File: src/rtl/csi_rx_cal_pkg.sv
// Shared types and helpers for the CSI-2 RX input-delay calibration block.
package csi_rx_cal_pkg;

    localparam int unsigned TAP_W = 5;
    localparam int unsigned NTAPS = 32;
    // Window lengths reach 32, so one extra bit over the tap index.
    localparam int unsigned WIN_W = 6;

    typedef enum logic [2:0] {
        ST_IDLE,
        ST_LOAD,
        ST_SETTLE,
        ST_SCORE,
        ST_NEXT,
        ST_COMMIT
    } cal_state_e;

    // True when data equals any of the 8 bit-rotations of pat.
    function automatic logic is_rot(input logic [7:0] data, input logic [7:0] pat);
        logic       hit;
        logic [7:0] rot;
        hit = 1'b0;
        rot = pat;
        for (int r = 0; r < 8; r++) begin
            if (data == rot) hit = 1'b1;
            rot = {rot[6:0], rot[7]};
        end
        return hit;
    endfunction

endpackage

File: src/rtl/csi_rx_dly_cal_if.sv
// Control/status and data bundle between the RX top, the PHY lanes and the
// delay calibration controller.
interface csi_rx_dly_cal_if
    import csi_rx_cal_pkg::*;
#(
    parameter int unsigned NLANES = 2
) ();

    logic                      cal_start;
    logic [8*NLANES-1:0]       deser_in;
    logic [TAP_W*NLANES-1:0]   delay;
    logic                      cal_busy;
    logic                      cal_done;
    logic [NLANES-1:0]         cal_err;

    // Calibration controller side.
    modport master (
        input  cal_start,
        input  deser_in,
        output delay,
        output cal_busy,
        output cal_done,
        output cal_err
    );

    // RX top / PHY side.
    modport slave (
        output cal_start,
        output deser_in,
        input  delay,
        input  cal_busy,
        input  cal_done,
        input  cal_err
    );

endinterface

File: src/rtl/csi_rx_cal_eye.sv
// Tracks contiguous good-tap runs during a sweep and keeps the widest one.
// Ties keep the earlier window; no wrap-around from tap 31 to tap 0.
module csi_rx_cal_eye
    import csi_rx_cal_pkg::*;
(
    input  logic             byte_clock,
    input  logic             reset_n,
    input  logic             clear,
    input  logic             upd,
    input  logic             good,
    input  logic [TAP_W-1:0] tap,
    output logic [TAP_W-1:0] best_start,
    output logic [WIN_W-1:0] best_len
);

    logic [WIN_W-1:0] run_len_q;
    logic [TAP_W-1:0] run_start_q;
    logic [WIN_W-1:0] run_len_c;
    logic [TAP_W-1:0] run_start_c;

    // Candidate run after accepting the current tap as good.
    always_comb begin
        run_len_c   = run_len_q + WIN_W'(1);
        run_start_c = (run_len_q == '0) ? tap : run_start_q;
    end

    // Run and best-window registers.
    always_ff @(posedge byte_clock or negedge reset_n) begin
        if (!reset_n) begin
            run_len_q   <= '0;
            run_start_q <= '0;
            best_len    <= '0;
            best_start  <= '0;
        end else if (clear) begin
            run_len_q   <= '0;
            run_start_q <= '0;
            best_len    <= '0;
            best_start  <= '0;
        end else if (upd) begin
            if (good) begin
                run_len_q   <= run_len_c;
                run_start_q <= run_start_c;
                if (run_len_c > best_len) begin
                    best_len   <= run_len_c;
                    best_start <= run_start_c;
                end
            end else begin
                run_len_q <= '0;
            end
        end
    end

endmodule

File: src/rtl/csi_rx_dly_cal.sv
// CSI-2 RX HS lane IDELAY calibration: sweeps all 32 taps per lane, scores
// each against a rotated training byte and commits the widest eye centre.
// Optional feature macro: CSI_RX_DLY_CAL_RESCAN_EN (periodic automatic
// recalibration; a failing rescan keeps the last passing delay).
module csi_rx_dly_cal
    import csi_rx_cal_pkg::*;
#(
    parameter int unsigned      NLANES      = 2,
    parameter logic [TAP_W-1:0] DEFAULT_TAP = 5'd3,
    parameter logic [7:0]       TRAIN_BYTE  = 8'hB8,
    parameter int unsigned      SETTLE      = 16,
    parameter int unsigned      DWELL       = 64,
    parameter int unsigned      MIN_EYE     = 4
`ifdef CSI_RX_DLY_CAL_RESCAN_EN
    ,
    parameter int unsigned      RESCAN_CYCLES = 2**24
`endif
) (
    input  logic             byte_clock,
    input  logic             reset_n,
    csi_rx_dly_cal_if.master bus
);

    localparam int unsigned LANE_W = 2;
    localparam int unsigned CNT_W  = 16;

    cal_state_e                   state_q, state_d;
    logic [LANE_W-1:0]            lane_q, lane_d;
    logic [TAP_W-1:0]             tap_q, tap_d;
    logic [CNT_W-1:0]             cnt_q, cnt_d;
    logic [7:0]                   ref_q, ref_d;
    logic                         ok_q, ok_d;
    logic [NLANES-1:0][TAP_W-1:0] delay_q, delay_d;
    logic                         busy_q, busy_d;
    logic                         done_q, done_d;
    logic [NLANES-1:0]            err_q, err_d;

    logic [7:0]                   lane_byte_c;
    logic                         go_c;
    logic                         eye_clr_c;
    logic                         eye_upd_c;
    logic                         pass_c;
    logic [WIN_W-1:0]             centre_c;
    logic [TAP_W-1:0]             fail_tap_c;
    logic [TAP_W-1:0]             best_start;
    logic [WIN_W-1:0]             best_len;

    // Deserialised byte of the lane under calibration.
    always_comb begin
        lane_byte_c = 8'h00;
        for (int i = 0; i < NLANES; i++) begin
            if (lane_q == LANE_W'(i)) lane_byte_c = bus.deser_in[8*i +: 8];
        end
    end

    // Eye result for the lane just swept.
    always_comb begin
        pass_c   = best_len >= WIN_W'(MIN_EYE);
        centre_c = WIN_W'(best_start) + (best_len >> 1);
    end

`ifdef CSI_RX_DLY_CAL_RESCAN_EN
    localparam int unsigned RS_W = $clog2(RESCAN_CYCLES + 1);

    logic [RS_W-1:0]              rs_cnt_q;
    logic                         rescan_c;
    logic                         rescan_q;
    logic [NLANES-1:0][TAP_W-1:0] keep_q;
    logic [NLANES-1:0]            keep_vld_q;

    assign rescan_c = (state_q == ST_IDLE) && done_q &&
                      (rs_cnt_q == RS_W'(RESCAN_CYCLES - 1));
    assign go_c     = bus.cal_start || rescan_c;

    // Idle interval counter, running only while idle after a finished sweep.
    always_ff @(posedge byte_clock or negedge reset_n) begin
        if (!reset_n) begin
            rs_cnt_q <= '0;
        end else if ((state_q != ST_IDLE) || !done_q || rescan_c) begin
            rs_cnt_q <= '0;
        end else begin
            rs_cnt_q <= rs_cnt_q + RS_W'(1);
        end
    end

    // Sweep origin and last passing delay per lane.
    always_ff @(posedge byte_clock or negedge reset_n) begin
        if (!reset_n) begin
            rescan_q   <= 1'b0;
            keep_q     <= '0;
            keep_vld_q <= '0;
        end else begin
            if ((state_q == ST_IDLE) && go_c) rescan_q <= !bus.cal_start;
            if ((state_q == ST_COMMIT) && pass_c) begin
                for (int i = 0; i < NLANES; i++) begin
                    if (lane_q == LANE_W'(i)) begin
                        keep_q[i]     <= TAP_W'(centre_c);
                        keep_vld_q[i] <= 1'b1;
                    end
                end
            end
        end
    end

    // A failing rescan falls back to the lane's last passing delay.
    always_comb begin
        fail_tap_c = DEFAULT_TAP;
        for (int i = 0; i < NLANES; i++) begin
            if ((lane_q == LANE_W'(i)) && rescan_q && keep_vld_q[i]) fail_tap_c = keep_q[i];
        end
    end
`else
    assign go_c       = bus.cal_start;
    assign fail_tap_c = DEFAULT_TAP;
`endif

    // Next-state and datapath update.
    always_comb begin
        state_d   = state_q;
        lane_d    = lane_q;
        tap_d     = tap_q;
        cnt_d     = cnt_q;
        ref_d     = ref_q;
        ok_d      = ok_q;
        delay_d   = delay_q;
        busy_d    = busy_q;
        done_d    = done_q;
        err_d     = err_q;
        eye_clr_c = 1'b0;
        eye_upd_c = 1'b0;
        case (state_q)
            ST_IDLE: begin
                if (go_c) begin
                    state_d   = ST_LOAD;
                    lane_d    = '0;
                    tap_d     = '0;
                    busy_d    = 1'b1;
                    done_d    = 1'b0;
                    err_d     = '0;
                    eye_clr_c = 1'b1;
                end
            end
            ST_LOAD: begin
                for (int i = 0; i < NLANES; i++) begin
                    if (lane_q == LANE_W'(i)) delay_d[i] = tap_q;
                end
                cnt_d   = '0;
                state_d = ST_SETTLE;
            end
            ST_SETTLE: begin
                if (cnt_q == CNT_W'(SETTLE - 1)) begin
                    cnt_d   = '0;
                    state_d = ST_SCORE;
                end else begin
                    cnt_d = cnt_q + CNT_W'(1);
                end
            end
            ST_SCORE: begin
                if (cnt_q == '0) begin
                    ref_d = lane_byte_c;
                    ok_d  = is_rot(lane_byte_c, TRAIN_BYTE);
                end else begin
                    ok_d = ok_q && (lane_byte_c == ref_q);
                end
                if (cnt_q == CNT_W'(DWELL - 1)) begin
                    cnt_d   = '0;
                    state_d = ST_NEXT;
                end else begin
                    cnt_d = cnt_q + CNT_W'(1);
                end
            end
            ST_NEXT: begin
                eye_upd_c = 1'b1;
                if (tap_q == TAP_W'(NTAPS - 1)) begin
                    state_d = ST_COMMIT;
                end else begin
                    tap_d   = tap_q + TAP_W'(1);
                    state_d = ST_LOAD;
                end
            end
            ST_COMMIT: begin
                for (int i = 0; i < NLANES; i++) begin
                    if (lane_q == LANE_W'(i)) begin
                        if (pass_c) begin
                            delay_d[i] = TAP_W'(centre_c);
                        end else begin
                            delay_d[i] = fail_tap_c;
                            err_d[i]   = 1'b1;
                        end
                    end
                end
                if (lane_q == LANE_W'(NLANES - 1)) begin
                    busy_d  = 1'b0;
                    done_d  = 1'b1;
                    state_d = ST_IDLE;
                end else begin
                    lane_d    = lane_q + LANE_W'(1);
                    tap_d     = '0;
                    eye_clr_c = 1'b1;
                    state_d   = ST_LOAD;
                end
            end
            default: state_d = ST_IDLE;
        endcase
    end

    // FSM state register.
    always_ff @(posedge byte_clock or negedge reset_n) begin
        if (!reset_n) state_q <= ST_IDLE;
        else          state_q <= state_d;
    end

    // Datapath and status registers.
    always_ff @(posedge byte_clock or negedge reset_n) begin
        if (!reset_n) begin
            lane_q  <= '0;
            tap_q   <= '0;
            cnt_q   <= '0;
            ref_q   <= '0;
            ok_q    <= 1'b0;
            delay_q <= {NLANES{DEFAULT_TAP}};
            busy_q  <= 1'b0;
            done_q  <= 1'b0;
            err_q   <= '0;
        end else begin
            lane_q  <= lane_d;
            tap_q   <= tap_d;
            cnt_q   <= cnt_d;
            ref_q   <= ref_d;
            ok_q    <= ok_d;
            delay_q <= delay_d;
            busy_q  <= busy_d;
            done_q  <= done_d;
            err_q   <= err_d;
        end
    end

    // Single window tracker shared by all lanes; cleared between lanes.
    csi_rx_cal_eye u_eye (
        .byte_clock (byte_clock),
        .reset_n    (reset_n),
        .clear      (eye_clr_c),
        .upd        (eye_upd_c),
        .good       (ok_q),
        .tap        (tap_q),
        .best_start (best_start),
        .best_len   (best_len)
    );

    assign bus.delay    = delay_q;
    assign bus.cal_busy = busy_q;
    assign bus.cal_done = done_q;
    assign bus.cal_err  = err_q;

endmodule

File: src/flat_wrapper.sv
// flat-port wrapper written by rule: the top's interface ports become plain ports
module csi_rx_dly_cal_flat import csi_rx_cal_pkg::*;
#(
    parameter int unsigned      NLANES      = 2,
    parameter logic [TAP_W-1:0] DEFAULT_TAP = 5'd3,
    parameter logic [7:0]       TRAIN_BYTE  = 8'hB8,
    parameter int unsigned      SETTLE      = 16,
    parameter int unsigned      DWELL       = 64,
    parameter int unsigned      MIN_EYE     = 4

)
  (byte_clock, reset_n, bus_cal_start, bus_deser_in, bus_delay, bus_cal_busy, bus_cal_done, bus_cal_err);
  csi_rx_dly_cal_if #(.NLANES(NLANES)) bus_i ();
  input  logic byte_clock;
  input  logic reset_n;
  input wire logic [$bits(bus_i.cal_start)-1:0] bus_cal_start;
  input wire logic [$bits(bus_i.deser_in)-1:0] bus_deser_in;
  output wire logic [$bits(bus_i.delay)-1:0] bus_delay;
  output wire logic [$bits(bus_i.cal_busy)-1:0] bus_cal_busy;
  output wire logic [$bits(bus_i.cal_done)-1:0] bus_cal_done;
  output wire logic [$bits(bus_i.cal_err)-1:0] bus_cal_err;
  assign bus_i.cal_start = bus_cal_start;
  assign bus_i.deser_in = bus_deser_in;
  assign bus_delay = bus_i.delay;
  assign bus_cal_busy = bus_i.cal_busy;
  assign bus_cal_done = bus_i.cal_done;
  assign bus_cal_err = bus_i.cal_err;
  csi_rx_dly_cal #(.NLANES(NLANES), .DEFAULT_TAP(DEFAULT_TAP), .TRAIN_BYTE(TRAIN_BYTE), .SETTLE(SETTLE), .DWELL(DWELL), .MIN_EYE(MIN_EYE)) u_core (.byte_clock(byte_clock), .reset_n(reset_n), .bus(bus_i));
endmodule
File: config.mk
export PLATFORM = sky130hd
export DESIGN_NAME = csi_rx_dly_cal_flat
export DESIGN_NICKNAME = d
export VERILOG_FILES = /design/src/rtl/csi_rx_cal_pkg.sv /design/src/rtl/csi_rx_dly_cal_if.sv /design/src/rtl/csi_rx_cal_eye.sv /design/src/rtl/csi_rx_dly_cal.sv /design/src/flat_wrapper.sv
export SDC_FILE = /design/constraint.sdc
export NUM_CORES = 1
export LEC_CHECK = 0
export ABC_AREA = 1
export BUFFER_PORTS_ARGS = -buffer_cell sky130_fd_sc_hd__clkbuf_2
export CORE_MARGIN = 5
export CORE_UTILIZATION = 44
export DETAILED_ROUTE_END_ITERATION = 16
export SYNTH_ARGS = -nofsm -noshare
export SYNTH_HDL_FRONTEND = slang
export SYNTH_HIERARCHICAL = 1
export SYNTH_SLANG_ARGS = --single-unit
File: constraint.sdc
create_clock -name byte_clock -period 3.2 [get_ports byte_clock]
set_clock_uncertainty 0.05 [all_clocks]
set_input_delay 0.32 -clock byte_clock [delete_from_list [all_inputs] [get_ports byte_clock]]
set_output_delay 0.32 -clock byte_clock [all_outputs]
set_load 0.005 [all_outputs]
# Word-level counts from Yosys, hierarchy flattened
# Cells that the tools add are included.
[op_classes]
n_addsub = 5
n_mul = 0
div = 0
n_lt_le_gt_ge = 2
eq_ne = 28
shift = 0
mux = 62
n_bitwise = 0
n_reduce_logical = 23
[op_table]
columns = ["operator", "n"]
rows = [
  ["$mux W5", 16],
  ["$pmux W16 S3", 1],
  ["$mux W6", 7],
  ["$eq A8 B8 Y1 const B", 4],
  ["$mux W16", 2],
  ["$mux W1", 20],
  ["$pmux W10 S2", 1],
  ["$pmux W3 S6", 1],
  ["$reduce_and A3 Y1", 6],
  ["$add A16 B1 Y16 const B", 1],
  ["$eq A16 B4 Y1 const B", 1],
  ["$eq A16 B6 Y1 const B", 1],
  ["$eq A8 B7 Y1 const B", 2],
  ["$logic_not A16 Y1", 1],
  ["$mux W8", 2],
  ["$pmux W5 S3", 1],
  ["$mux W3", 4],
  ["$ne A2 B1 Y1 const B", 6],
  ["$reduce_and A4 Y1", 3],
  ["$reduce_bool A2 Y1", 5],
  ["$eq A8 B5 Y1 const B", 1],
  ["$eq A8 B6 Y1 const B", 1],
  ["$eq A8 B8 Y1", 1],
  ["$ne A2 B2 Y1 const B", 4],
  ["other kinds (20)", 28],
]
[word_totals]
register_bits = 71
latch_bits = 0
ramBits = 0
rom_bits = 0
input_bits = 19
word_cells = 136
memories = 0

# Logic depth before layout (Yosys ltp)
[depth]
depth_word = 13
depth_mapped = 16
depth_no_buf = 15

# Hierarchy
# The synthesis kept the hierarchy.
[modules_own_cells]
columns = ["module", "n_inst", "cells_per_inst", "area_per_inst_um2"]
rows = [
  ["csi_rx_dly_cal", 1, 457, 3250.6],
  ["csi_rx_cal_eye", 1, 186, 1445.1],
]

# Least setup slack after synthesis
# OpenSTA, ideal clock, no wires.
[synth_timing]
kind = "register to register"
startpoint = "register u_core.u_eye.run_len_q[0]"
endpoint = "register u_core.u_eye.best_len[2]"
setup_time_ns = 0.116
arrival_ns = 1.896
t_required_ns = 3.034
path_slack_ns = 1.138
path_stages_with_launch = 14
path_buffers = 1
period_less_slack_ns = 2.062
cell_sequence = "dfrtp_1 > ha_1 > nand3_1 > xor2_1 > inv_1 > ha_1 > nand2_2 > nor2_4 > nand2_2 > nand3_2 > nand2_2 > buf_6 > nand3_2 > nand2_2"
[synth_between]
elab_chain_cells = 5
[synth_lines]
columns = ["item", "line", "text"]
rows = [
  ["start: declaration", "csi_rx_cal_eye.sv:16", "logic [WIN_W-1:0] run_len_q;"],
  ["start signal: assignment", "csi_rx_cal_eye.sv:41", "run_len_q <= run_len_c;"],
  ["$add A6 B1 Y6 *", "csi_rx_cal_eye.sv:23", "run_len_c = run_len_q + WIN_W'(1);"],
  ["branches (longest 4 deep; another with $gt A6 B6 Y1)", "--", ""],
  ["end signal: assignment", "csi_rx_cal_eye.sv:44", "best_len <= run_len_c;"],
  ["end: declaration", "csi_rx_cal_eye.sv:13", "output logic [WIN_W-1:0] best_len"],
]
# Mark *: on every way between the ends. The select of a mux whose other input is x is not followed.
# A chain may end at the register's enable or synchronous reset.

# Worst setup path in the final report
[layout_timing]
startpoint = "register u_core.u_eye.run_len_q[0]"
endpoint = "register u_core.u_eye.best_len[5]"
# The elaborated chain is that of the path after synthesis.

==> impl_metrics.env <==
export IMPL_hp_class="in2reg"
export IMPL_outcome="completed"
export IMPL_worstPathArrival_ns=2.50
export IMPL_grt_overflow=0
export IMPL_dp_hpwl_um=7750
export IMPL_period_share_pct=71.9
export IMPL_grt_first_pass_wirelength_um=18200
export IMPL_holdWs_ns=0.274
export IMPL_grt_use_total_pct=17.1
export IMPL_synth_top_family_by_area="simple AND/OR/NAND/NOR gates"
export IMPL_htree_levels=3
export IMPL_drc=0
export IMPL_synth_warnings=6
export IMPL_synthFlopType="dfrtp_1"
export IMPL_clk_latency_ns=0.35
export IMPL_syn_nets=681
export IMPL_ys_seq_elements=71
export IMPL_synth_fa_ha_area_share_pct=5.22
export IMPL_yosysSeqAreaShare_pct=37.9
export IMPL_die_y_um=113
export IMPL_synth_commonest_cells="nand2_1, inv_1, dfrtp_1, nor2_1, nand3_1"
export IMPL_fin_tns_setup_ns=0
export IMPL_utilization_pct=50.0
export IMPL_relSlewSlack_pct=49.3
export IMPL_cts_buffers_inserted=9
export IMPL_ant_nets=0
export IMPL_synth_area_leader_cell="dfrtp_1"
export IMPL_path_buf_inv=1
export IMPL_final_nets=717
export IMPL_place_gp_congestion=0.931
export IMPL_area_delta_synth_final_pct=10.3
export IMPL_drive_gt1_share_pct=18.6
export IMPL_yosys_area_share_xor_xnor_pct=1.87
export IMPL_initial_core_util_pct=45.3
export IMPL_yosys_area_share_simple_pct=38.1
export IMPL_fillers=1050
export IMPL_cpMostUsedCell="nand2_2"
export IMPL_synth_edf_count=0
export IMPL_clkTransAtPathRegs_ns=0.08
export IMPL_grt_pass1_vias=3997
export IMPL_port_buffers=32
export IMPL_async_flop_share_pct=100
export IMPL_leakage_nw=2.69
export IMPL_drt_total_wl_um=10300
export IMPL_core_area_um2=10400
export IMPL_rsz0062_at_grt="no"
export IMPL_synthMuxAreaShare_pct=0.240
export IMPL_drtIter0Drc=165
export IMPL_peakVddDrop_v=0.000290
export IMPL_wl_per_cell_um=12.5
export IMPL_clock_sinks=71
export IMPL_diodes=0
export IMPL_worst_slack_ns=0.898
export IMPL_die_x_um=113
export IMPL_synth_compound_area_share_pct=7.67
export IMPL_vias=4046
export IMPL_vias_per_cell=4.93
export IMPL_yosysUniqueCellTypes=44
export IMPL_worst_slew_pin_slew_ns=0.760
export IMPL_synth_area_um2=4700
export IMPL_path_max_fanout=11
export IMPL_synth_area_per_cell_um2=7.30
export IMPL_slew_violations=0
export IMPL_p_per_area_nw_per_um2=627
export IMPL_dr_pass1_iters=4
export IMPL_crit_chain="ha_1 > nand3_1 > xor2_1 > inv_1 > ha_1 > nand2_2 > nor2_4 > nand2_2 > nand3_2 > nand2_2 > nand3_1 > nand2_1"
export IMPL_finalSetupViolCount=0
export IMPL_crit_family="simple AND/OR/NAND/NOR gates"
export IMPL_finalPower_mw=3.25
export IMPL_critPathMaxStageDelay_ns=0.46
export IMPL_worstSetupPathType="reg2reg"
export IMPL_synth_top_cell_area_share_pct=35.7
export IMPL_crit_slowest_cell="dfrtp_1"
export IMPL_place_ws_ns=0.898
export IMPL_syn_inst=643
export IMPL_yosysMostFrequentCell="nand2_1"
export IMPL_clock_root_buffer="clkbuf_8"
export IMPL_cap_violations=0
export IMPL_antenna_found_initial=0
export IMPL_ios=33
export IMPL_required_ns=3.40
export IMPL_fmax_mhz=434
export IMPL_cts_tree="yes"
export IMPL_start_kind="flop"
export IMPL_hold_viol_final=0
export IMPL_clock_path_buffers=2
export IMPL_die_area_um2=12800
export IMPL_synthTopCellsByArea="dfrtp_1, nand2_1, inv_1, ha_1, nor2_1"
export IMPL_endpoint_kind="flop"
export IMPL_grt_max_degree=41
export IMPL_finalCriticalPeriod_ns=2.30
export IMPL_rows=37
==> stage by stage <==
step                instance area, um^2  cells
floorplan                          4700    643
global placement                   4980    803
detailed placement                 4980    803
CTS                                5180    820
global route                       5180    820
finish                             5180    820
==> registers in the layout (all words and copies together) (netlist names) <==
name                      flops
u_core/cnt_q                 16
u_core/u_eye/best_start       5
u_core/bus.cal_err            2
u_core/ok_q                   1
u_core/u_eye/best_len         6
u_core/bus.delay             10
u_core/tap_q                  5
u_core/ref_q                  8
u_core/bus.cal_busy           1
u_core/u_eye/run_start_q      5
u_core/u_eye/run_len_q        6
u_core/bus.cal_done           1
u_core/state_q                3
u_core/lane_q                 2
==> final timing paths <==
check | to | depth (start not counted) | start | slack (ns)
worst min register to register | u_core/bus.delay[8] | 2 | u_core/bus.delay[8] | 0.44
max in group asynchronous | u_core/u_eye/best_start[0] | 3 | reset_n | 1.89
min in group asynchronous | u_core/ref_q[0] | 2 | reset_n | 0.51
worst min-delay path | u_core/bus.cal_busy | 3 | bus_cal_start | 0.27
worst max register to register | u_core/u_eye/best_len[5] | 12 | u_core/u_eye/run_len_q[0] | 0.90
worst max-delay path | u_core/u_eye/best_len[5] | 12 | u_core/u_eye/run_len_q[0] | 0.90
==> cells by family (layout without fill, tap and decap cells) <==
family,Yosys count,count (layout)
AOI/OAI and AO/OA,62,62
adders and majority gates,19,19
buffers and inverters,100,141
xor gates and xnor gates,10,10
DFF,71,71
muxes,1,1
and+or+nand+nor,380,380
==> power breakdown <==
| group | total, mW | internal [mW] | leakage, nW | switching, mW |
|---|---|---|---|---|
| clock network | 0.695 | 0.315 | 0.0914 | 0.381 |
| logic | 1.42 | 0.429 | 1.65 | 0.991 |
| registers | 1.13 | 1.04 | 0.950 | 0.0947 |
==> cell type report <==
| type | instances | area, um^2 | area share, % |
|---|---|---|---|
| clock buffer | 10 | 138 | 2.66 |
| clock inverter | 6 | 52.6 | 1.01 |
| tap | 136 | 170 | 3.28 |
| sequential | 71 | 1780 | 34.4 |
| inverter | 88 | 333 | 6.42 |
| timing repair buffer | 37 | 213 | 4.11 |
| multi-input combinational | 472 | 2490 | 48.1 |
==> repair_timing <==
item	4_1_cts	5_1_grt
gates resized for setup	0	0
hold endpoints to repair	24	0
setup buffers	0	0
hold buffers	1	0
==> per-layer routing <==
layer / GRT usage [%] / vias up / share of wire [%]
li1: - / 2091 / -
met1: 22.4 / 1884 / 47
met2: 28.6 / 54 / 48
met3: 3.69 / 17 / 3.1
met4: 5.13 / 0 / 1.7
met5: 0 / - / 0
==> layout by cell type, fill, tap and decap left out, types with 6 or more instances in the layout <==
| master | count |
|---|---|
| o21ai_0 | 33 |
| inv_1 | 75 |
| dfrtp_1 | 67 |
| xor2_1 | 9 |
| ha_1 | 18 |
| clkbuf_2 | 31 |
| nor2_2 | 6 |
| nor2_1 | 58 |
| nor2_4 | 10 |
| inv_2 | 11 |
| nand3_1 | 36 |
| nand4_1 | 9 |
| clkbuf_8 | 10 |
| nand2_1 | 219 |
| a21oi_1 | 7 |
| nand3_2 | 12 |
| o21ai_1 | 7 |
| nand2_2 | 18 |
==> worst min-delay path, cell delays in order <==
cell      delay, ns
clkbuf_2       0.10
nand2_1        0.13
nand2_1        0.10
Note: power is estimated with default switching activity, not from simulation.
